`src/rtl/des_dec_key_scheduler_if.sv`:
```
//============================================================================
// Module      : des_dec_key_scheduler_if
// Description : Key-load and subkey-stream handshake bundle for the DES
//               decryption key scheduler.
// Revision    : 1.0 - initial release
//============================================================================
`default_nettype none

interface des_dec_key_scheduler_if;
    logic        start;
    logic [28:1] key_l;
    logic [28:1] key_r;
    logic        busy;
    logic        subkey_valid;
    logic        subkey_ready;
    logic [48:1] subkey;
    logic [5:1]  subkey_idx;
    logic        done;

    // Controller / subkey consumer side
    modport master (
        output start, key_l, key_r, subkey_ready,
        input  busy, subkey_valid, subkey, subkey_idx, done
    );

    // Scheduler side
    modport slave (
        input  start, key_l, key_r, subkey_ready,
        output busy, subkey_valid, subkey, subkey_idx, done
    );
endinterface

`default_nettype wire

```
`src/rtl/des_dec_key_scheduler.sv`:
```
//============================================================================
// Module      : des_dec_key_scheduler
// Description : Streams DES round subkeys K16..K1 for decryption by
//               right-rotating the post-PC-1 halves, with valid/ready output.
// Revision    : 1.0 - initial release
//============================================================================
`default_nettype none

module des_dec_key_scheduler (
    input  logic                   clk,
    input  logic                   rst_n,
    des_dec_key_scheduler_if.slave kif
);

    // PC-2 selection: subkey bit i takes bit PC2[i-1] of {cur_r, cur_l}
    localparam int PC2 [0:47] = '{
        14, 17, 11, 24,  1,  5,  3, 28, 15,  6, 21, 10,
        23, 19, 12,  4, 26,  8, 16,  7, 27, 20, 13,  2,
        41, 52, 31, 37, 47, 55, 30, 40, 51, 45, 33, 48,
        44, 49, 39, 56, 34, 53, 46, 42, 50, 36, 29, 32
    };

    typedef enum logic [0:0] {
        IDLE = 1'b0,
        RUN  = 1'b1
    } state_t;

    state_t      state;
    logic [28:1] cur_l;
    logic [28:1] cur_r;
    logic [3:0]  cnt;
    logic        r_busy;
    logic        r_valid;
    logic        r_done;
    logic [5:1]  r_idx;

    logic        w_hs;
    logic        w_rot1;
    logic [28:1] w_next_l;
    logic [28:1] w_next_r;
    logic [56:1] w_cd;
    logic [48:1] w_subkey;

    assign w_hs = r_valid & kif.subkey_ready;

    // Single-step rotations precede K15, K8, K1 and the final return to C0/D0
    assign w_rot1 = (cnt == 4'd0) || (cnt == 4'd7) || (cnt == 4'd14) || (cnt == 4'd15);

    assign w_next_l = w_rot1 ? {cur_l[1], cur_l[28:2]} : {cur_l[2:1], cur_l[28:3]};
    assign w_next_r = w_rot1 ? {cur_r[1], cur_r[28:2]} : {cur_r[2:1], cur_r[28:3]};

    assign w_cd = {cur_r, cur_l};

    for (genvar g = 0; g < 48; g++) begin : g_pc2
        assign w_subkey[g+1] = w_cd[PC2[g]];
    end

    always_ff @(posedge clk or negedge rst_n) begin
        if (!rst_n) begin
            state   <= IDLE;
            cur_l   <= '0;
            cur_r   <= '0;
            cnt     <= '0;
            r_busy  <= 1'b0;
            r_valid <= 1'b0;
            r_done  <= 1'b0;
            r_idx   <= '0;
        end else begin
            r_done <= 1'b0;
            case (state)
                IDLE: begin
                    // C16/D16 equal C0/D0, so K16 needs no rotation on load
                    if (kif.start) begin
                        cur_l   <= kif.key_l;
                        cur_r   <= kif.key_r;
                        cnt     <= '0;
                        r_busy  <= 1'b1;
                        r_valid <= 1'b1;
                        r_idx   <= 5'd16;
                        state   <= RUN;
                    end
                end
                RUN: begin
                    if (w_hs) begin
                        cur_l <= w_next_l;
                        cur_r <= w_next_r;
                        if (cnt == 4'd15) begin
                            cnt     <= '0;
                            r_busy  <= 1'b0;
                            r_valid <= 1'b0;
                            r_done  <= 1'b1;
                            r_idx   <= '0;
                            state   <= IDLE;
                        end else begin
                            cnt   <= cnt + 4'd1;
                            r_idx <= 5'd15 - {1'b0, cnt};
                        end
                    end
                end
                default: state <= IDLE;
            endcase
        end
    end

    assign kif.busy         = r_busy;
    assign kif.subkey_valid = r_valid;
    assign kif.done         = r_done;
    assign kif.subkey_idx   = r_idx;
    assign kif.subkey       = w_subkey;

endmodule

`default_nettype wire

```
`src/flat_wrapper.sv`:
```
// flat-port wrapper written by rule: the top's interface ports become plain ports
module des_dec_key_scheduler_flat 
  (clk, rst_n, kif_start, kif_key_l, kif_key_r, kif_subkey_ready, kif_busy, kif_subkey_valid, kif_subkey, kif_subkey_idx, kif_done);
  des_dec_key_scheduler_if kif_i ();
  input  logic clk;
  input  logic rst_n;
  input wire logic [$bits(kif_i.start)-1:0] kif_start;
  input wire logic [$bits(kif_i.key_l)-1:0] kif_key_l;
  input wire logic [$bits(kif_i.key_r)-1:0] kif_key_r;
  input wire logic [$bits(kif_i.subkey_ready)-1:0] kif_subkey_ready;
  output wire logic [$bits(kif_i.busy)-1:0] kif_busy;
  output wire logic [$bits(kif_i.subkey_valid)-1:0] kif_subkey_valid;
  output wire logic [$bits(kif_i.subkey)-1:0] kif_subkey;
  output wire logic [$bits(kif_i.subkey_idx)-1:0] kif_subkey_idx;
  output wire logic [$bits(kif_i.done)-1:0] kif_done;
  assign kif_i.start = kif_start;
  assign kif_i.key_l = kif_key_l;
  assign kif_i.key_r = kif_key_r;
  assign kif_i.subkey_ready = kif_subkey_ready;
  assign kif_busy = kif_i.busy;
  assign kif_subkey_valid = kif_i.subkey_valid;
  assign kif_subkey = kif_i.subkey;
  assign kif_subkey_idx = kif_i.subkey_idx;
  assign kif_done = kif_i.done;
  des_dec_key_scheduler u_core (.clk(clk), .rst_n(rst_n), .kif(kif_i));
endmodule
```
`config.mk`:
```
export PLATFORM = sky130hd
export DESIGN_NAME = des_dec_key_scheduler_flat
export DESIGN_NICKNAME = d
export VERILOG_FILES = /design/src/rtl/des_dec_key_scheduler_if.sv /design/src/rtl/des_dec_key_scheduler.sv /design/src/flat_wrapper.sv
export SDC_FILE = /design/constraint.sdc
export NUM_CORES = 1
export LEC_CHECK = 0
export BUFFER_PORTS_ARGS = -buffer_cell sky130_fd_sc_hd__buf_2
export CORE_MARGIN = 5
export CORE_UTILIZATION = 58
export CTS_BUF_LIST = sky130_fd_sc_hd__clkbuf_4 sky130_fd_sc_hd__clkbuf_8
export CTS_CLUSTER_SIZE = 12
export DETAILED_ROUTE_END_ITERATION = 12
export GPL_ROUTABILITY_DRIVEN = 0
export PLACE_DENSITY = 0.89
export SYNTH_ARGS = -nofsm -noshare
export SYNTH_HDL_FRONTEND = slang
export SYNTH_SLANG_ARGS = --single-unit
```
`constraint.sdc`:
```
create_clock -name clk -period 1.99 [get_ports clk]
set_input_delay 0.199 -clock clk [delete_from_list [all_inputs] [get_ports clk]]
set_output_delay 0.199 -clock clk [all_outputs]
set_load 0.05 [all_outputs]
```
==> flow_metrics.tcl, run 1 <==
set metrics [dict create \
    rsz0062_at_grt "no" \
    root_buffer "clkbuf_8" \
    grt_usage_pct 25.9 \
    cp_slowest_stage_delay_ns 0.49 \
    hp-class "in -> reg" \
    worstPathArrival_ns 2.09 \
    wl_per_cell_microns 19.7 \
    drive_above_1_share_pct 30.2 \
    ys_ff_latch 67 \
    power_density_nw_per_um2 1820 \
    cp_max_fo 25 \
    yosysWarnings 0 \
    max-cap-violations 0 \
    synth_cell_types 31 \
    post-route-util_pct 64.7 \
    slew_violations 0 \
    grt_pass1_wl_microns 25400 \
    clock_path_buffers 2 \
    place_hpwl_microns 10200 \
    routed_wl_microns 15500 \
    cts_buffers 9 \
    cp-end-kind "register" \
    insertion_delay_ns 0.34 \
    start_kind "register" \
    die_w_microns 110 \
    start_util_pct 59.5 \
    yosysTopAreaCell "dfrtp_1" \
    drcViolationCount 0 \
    synth_area_per_cell_sq_um 9.38 \
    drtIter0Drc 350 \
    ir_drop_mv 0.924 \
    worst_pin_slew_ns 0.654 \
    std_cell_rows 36 \
    synthTopCellsByArea "dfrtp_1, mux2i_1, o211ai_2" \
    cts_max_level 3 \
    synth_cells 620 \
    seq_area_frac_synth_pct 28.8 \
    p_leak_nw 2.93 \
    viasPerCell 6.60 \
    grt_start_max_net_pins 68 \
    num-nets-final 714 \
    finClkSkew_ns 0.00926 \
    crit_path_cell_trace "inv_2 -> ha_1 -> or3b_2 -> buf_4 -> o2111ai_1 -> o211ai_2" \
    synth-edff-count 0 \
    synth_fp_nets 683 \
    num_vias 5204 \
    cts_tree "yes" \
    area.growth.synth_to_final_pct 8.80 \
    die_y_microns 110 \
    coreArea_sq_um 9770 \
    max_slew_margin_pct 56.4 \
    ant_nets 0 \
    crit_required_ns 2.20 \
    async_flop_share_pct 100 \
    antenna_found_initial 0 \
    grt_pass1_vias 5127 \
    fmax_mhz 533 \
    fin_crit_sh_pct 94.3 \
    period_needed_ns 1.88 \
    grt-ovfl-total 0 \
    design.portCount 116 \
    slowest_stage "or3b_2" \
    hold_viol_final 0 \
    synth_top_flop_cell "dfrtp_1" \
    cts_setup_buffers 0 \
    fin_tns_setup_ns 0 \
    antenna_cells 0 \
    synth.cell_area_sq_um 5810 \
    cts.sinks 67 \
    setup_viol 0 \
    critPathKind "reg -> reg" \
    port_buffers 115 \
    status "finished, final reports clean" \
    clk_pin_slew_ns 0.08 \
    drt-pass1-iter-count 4 \
    synth_top_area_share_pct 28.8 \
    die_area_sq_um 12100 \
]
logic make-up (layout without fill, tap and decap cells):
group | Yosys count | in the layout | share of synthesized area (%)
AOI/OAI and AO/OA | 241 | 241 | 36.6
xor gates and xnor gates | 1 | 1 | 0.151
adders and majority gates | 3 | 3 | 0.646
buffers and inverters | 121 | 156 | 12.6
DFF | 67 | 67 | 28.8
muxes | 58 | 58 | 10.0
and+or+nand+nor | 129 | 129 | 11.1
cell type report:
class                   count  area (sq um)
fillers                   783          3450
multi-input cells         432          3420
flip-flops and latches     67          1680
repair buffers            135           835
clock buffers              13           166
well taps                 133           166
clock inverters             2          35.0
inverters                   6          22.5
flip-flops by register name, summed over array words and instances (netlist names):
signal and flops:
u_core.cur_r 28, u_core.kif.busy 1, u_core.state 1, u_core.kif.done 1
u_core.cnt 3, u_core.cur_l 28, u_core.kif.subkey_idx 5
layout by cell type, fill, tap and decap left out, drive strengths merged, types with 3 or more instances in the layout:
| cell | count |
|---|---|
| buf | 134 |
| dfrtp | 67 |
| nand2 | 59 |
| and2 | 57 |
| a21o | 57 |
| mux2i | 57 |
| o2111ai | 56 |
| a2bb2oi | 56 |
| o211ai | 56 |
| clkbuf | 13 |
| inv | 6 |
| a21oi | 5 |
| nor2 | 4 |
| a31oi | 3 |
| nand3 | 3 |
| o21ai | 3 |
| ha | 3 |
stage by stage:
step                area [sq um]  hold slack [ns]  cells  power, mW  setup WS [ns]
floorplan                   5810          -0.0966    620       9.09          0.297
global placement            6110            0.251    772       9.89          0.185
detailed placement          6110            0.253    772       10.2          0.103
CTS                         6320            0.193    788       11.4         0.0679
global route                6320            0.213    788       12.2         0.0382
finish                      6320            0.206    788       11.5          0.114
synth_stat cells (4+ instances only):
cell and n:
dfrtp_1 67, nand2_1 59, a21o_1 57, and2_1 57, mux2i_1 57, a2bb2oi_1 56
o2111ai_1 56, buf_4 51, o211ai_2 40, clkbuf_1 39, buf_2 16, o211ai_1 16
buf_6 9, inv_1 6, a21oi_1 5, nor2_1 4
final timing paths:
kind                       slack (ns)                      from  cells after the start                        to
min in group asynchronous        0.41                     rst_n                      3  u_core.kif.subkey_idx[1]
min                              0.21              kif_key_r[8]                      4           u_core.cur_r[9]
max in group asynchronous        1.26                     rst_n                      3           u_core.cur_r[2]
max                              0.11  u_core.kif.subkey_idx[1]                      6           u_core.cur_r[5]
max reg2reg                      0.11  u_core.kif.subkey_idx[1]                      6           u_core.cur_r[5]
min reg2reg                      0.52  u_core.kif.subkey_idx[5]                      2  u_core.kif.subkey_idx[5]
critical path, delay by kind of cell (launching register included):
family	cells	cell delay, ns
flip-flops	1	0.42
adder cells (fa/ha/maj)	1	0.15
AO/OA/AOI/OAI	2	0.30
AND/OR/NAND/NOR	1	0.49
buffers and inverters	2	0.37
repair_timing:
item	CTS	global route
endpoints found under the setup margin	0	36
hold endpoints to repair	67	0
hold buffers	1	0
resized for setup	0	2
report_power, final:
group	switching (mW)	internal (mW)
clock	0.525	0.668
combinational	5.06	2.83
sequential	0.522	1.90
total	6.11	5.39
per-layer routing:
layer	up-vias	routed length [microns]	global-route usage (%)
met3	30	1120	3.84
met2	266	7560	42.7
li1	2383	-	-
met5	-	0	0
met4	0	358	8.88
met1	2525	6470	34.9
No activity file was read; power rests on OpenSTA's default activity.
==> run 2: changes to the inputs <==
BUFFER_PORTS_ARGS = not set   (was -buffer_cell sky130_fd_sc_hd__buf_2)
CORE_UTILIZATION = 65   (was 58)
DONT_BUFFER_PORTS = 1   (was not set)
PLACE_DENSITY = 0.87   (was 0.89)
TNS_END_PERCENT = 20   (was not set)
==> run 2 against run 1 <==
Compared with the run above:
- non-clock buffer count shrank 117
- via count shrank 7.7%
- combinational power shrank 25%
- clock power grew 8%
- highest routed layer unchanged
- largest cell class unchanged
- critical endpoint is now u_core.cur_r[20]
==> flow_metrics.tcl, run 2 (synthesis results as in run 1) <==
set metrics [dict create \
    port_buffers 0 \
    insertion_delay_ns 0.35 \
    path_buf_inv 2 \
    fin_ws_ns 0.0890 \
    grt_start_max_net_pins 68 \
    std_cell_rows 34 \
    crit_path_cell_trace "inv_1 -> ha_1 -> or3b_2 -> o21a_2 -> buf_12 -> o211ai_1" \
    antenna_found_initial 0 \
    die_w_microns 105 \
    pre_cts_slack_ns 0.145 \
    rsz0062_at_grt "yes" \
    slew_violations 0 \
    wl_per_cell_microns 23.0 \
    place_hpwl_microns 9330 \
    die_y_microns 105 \
    setup_viol 0 \
    critPathKind "reg -> reg" \
    whs_ns 0.0667 \
    cp-end-kind "register" \
    grt-ovfl-total 0 \
    fin_tns_setup_ns 0 \
    grt_usage_pct 26.4 \
    cts_buffers 9 \
    drtIter0Drc 353 \
    hp-start "kif_start" \
    min_to "u_core.kif.busy" \
    power_density_nw_per_um2 1940 \
    cp_slowest_stage_delay_ns 0.47 \
    crit_required_ns 2.25 \
    antenna_cells 0 \
    cp_top_family "simple AND/OR/NAND/NOR gates" \
    r2r_end "u_core.cur_r[20]" \
    mostFrequentLayoutCell "dfrtp_1" \
    root_buffer "clkbuf_8" \
    clk_pin_slew_ns 0.08 \
    worstPathArrival_ns 2.16 \
    hold_viol_final 0 \
    cp_max_fo 56 \
    post-route-util_pct 65.2 \
    num_vias 4804 \
    area.growth.synth_to_final_pct -2.26 \
    grt_pass1_wl_microns 24500 \
    cts_resized 0 \
    r2r_cells 6 \
    drcViolationCount 0 \
    grt_pass1_vias 4792 \
    period_needed_ns 1.90 \
    coreArea_sq_um 8720 \
    cts.sinks 67 \
    max-cap-violations 0 \
    hold_path_depth 2 \
    seq_area_sq_um 1680 \
    start_util_pct 66.7 \
    clock_path_buffers 2 \
    worst_pin_slew_ns 0.597 \
    stdcell_count 647 \
    routed_wl_microns 14900 \
    die_area_sq_um 10900 \
    drive_above_1_share_pct 15.0 \
    finClkSkew_ns 0.0102 \
    max_slew_margin_pct 60.2 \
    fmax_mhz 526 \
    dp_cells 629 \
    viasPerCell 7.43 \
    status "finished, final reports clean" \
    cts_tree "yes" \
    hp-class "in -> reg" \
    layout_common_cells "dfrtp_1, nand2_1, and2_1, a21o_1, mux2i_1" \
    drt-pass1-iter-count 4 \
    slowest_stage "or3b_2" \
    cts_max_level 3 \
    start_kind "register" \
    ir_drop_mv 1.16 \
    fin_crit_sh_pct 95.5 \
    design.portCount 116 \
    p_leak_nw 2.51 \
    rrSetupSlack_ns 0.09 \
    multi_input_area_sq_um 3420 \
    r2r_start "u_core.kif.subkey_idx[1]" \
    fill_cells 708 \
    num-nets-final 597 \
    ant_nets 0 \
]
-- run 2: cell types whose count changed in the layout (fill, tap and decap cells not counted), moves of 2 or more --
cell,before,now
clkinv_4,0,2
buf_2,114,0
clkbuf_8,11,9
clkinv_2,1,3
clkbuf_4,2,0
buf_12,8,4
-- run 2: worst max-delay path by stage --
stage / start / endpoint / cells past startpoint
finish: u_core.kif.subkey_idx[1] / u_core.cur_r[20] / 6
global route: u_core.cnt[1] / u_core.cur_r[2] / 6
CTS: u_core.cnt[1] / u_core.cur_r[22] / 6
detailed placement: u_core.cnt[1] / u_core.cur_l[12] / 6
global placement: u_core.kif.subkey_idx[1] / u_core.cur_l[18] / 6
floorplan: u_core.kif.subkey_idx[1] / u_core.cur_l[10] / 7
-- run 2: worst reg2reg max path, delay by kind of cell (launching register included) --
| family | cells | cell delay [ns] |
|---|---|---|
| AND/OR/NAND/NOR | 1 | 0.47 |
| AO/OA/AOI/OAI | 2 | 0.42 |
| flip-flops | 1 | 0.39 |
| buffers and inverters | 2 | 0.36 |
| adder cells (fa/ha/maj) | 1 | 0.17 |
-- run 2: through the flow --
step / area (sq um) / power [mW]
final: 5680 / 11.0
after floorplan: 5810 / 9.09
after detailed placement: 5430 / 9.63
after global placement: 5430 / 9.36
after CTS: 5680 / 11.0
after global routing: 5680 / 11.7
-- run 2: power breakdown --
group	internal, mW	total [mW]	switching [mW]	leakage (nW)
registers	1.86	3.77	1.91	0.690
logic	2.47	5.95	3.47	1.70
clock network	0.704	1.28	0.580	0.113
-- run 2: area by class of cell --
class                      instances  area share [%]
inverter                           6           0.396
tap                              108            2.38
multi-input combinational        432            60.2
sequential                        67            29.6
clock inverter                     7            1.63
timing repair buffer              18            3.66
clock buffer                       9            2.18
-- run 2: routing by layer --
| metal | GRT usage, % | part of all wire (%) |
|---|---|---|
| met1 | 36.2 | 42 |
| met2 | 41.5 | 48 |
| met3 | 5.80 | 8.2 |
| met4 | 9.22 | 2.2 |
| met5 | 0 | 0 |
-- run 2: what timing repair did --
action	4_1_cts	5_1_grt
setup endpoints to repair	0	3
setup buffers	0	0
endpoints found under the hold margin	67	0
hold buffers	2	0
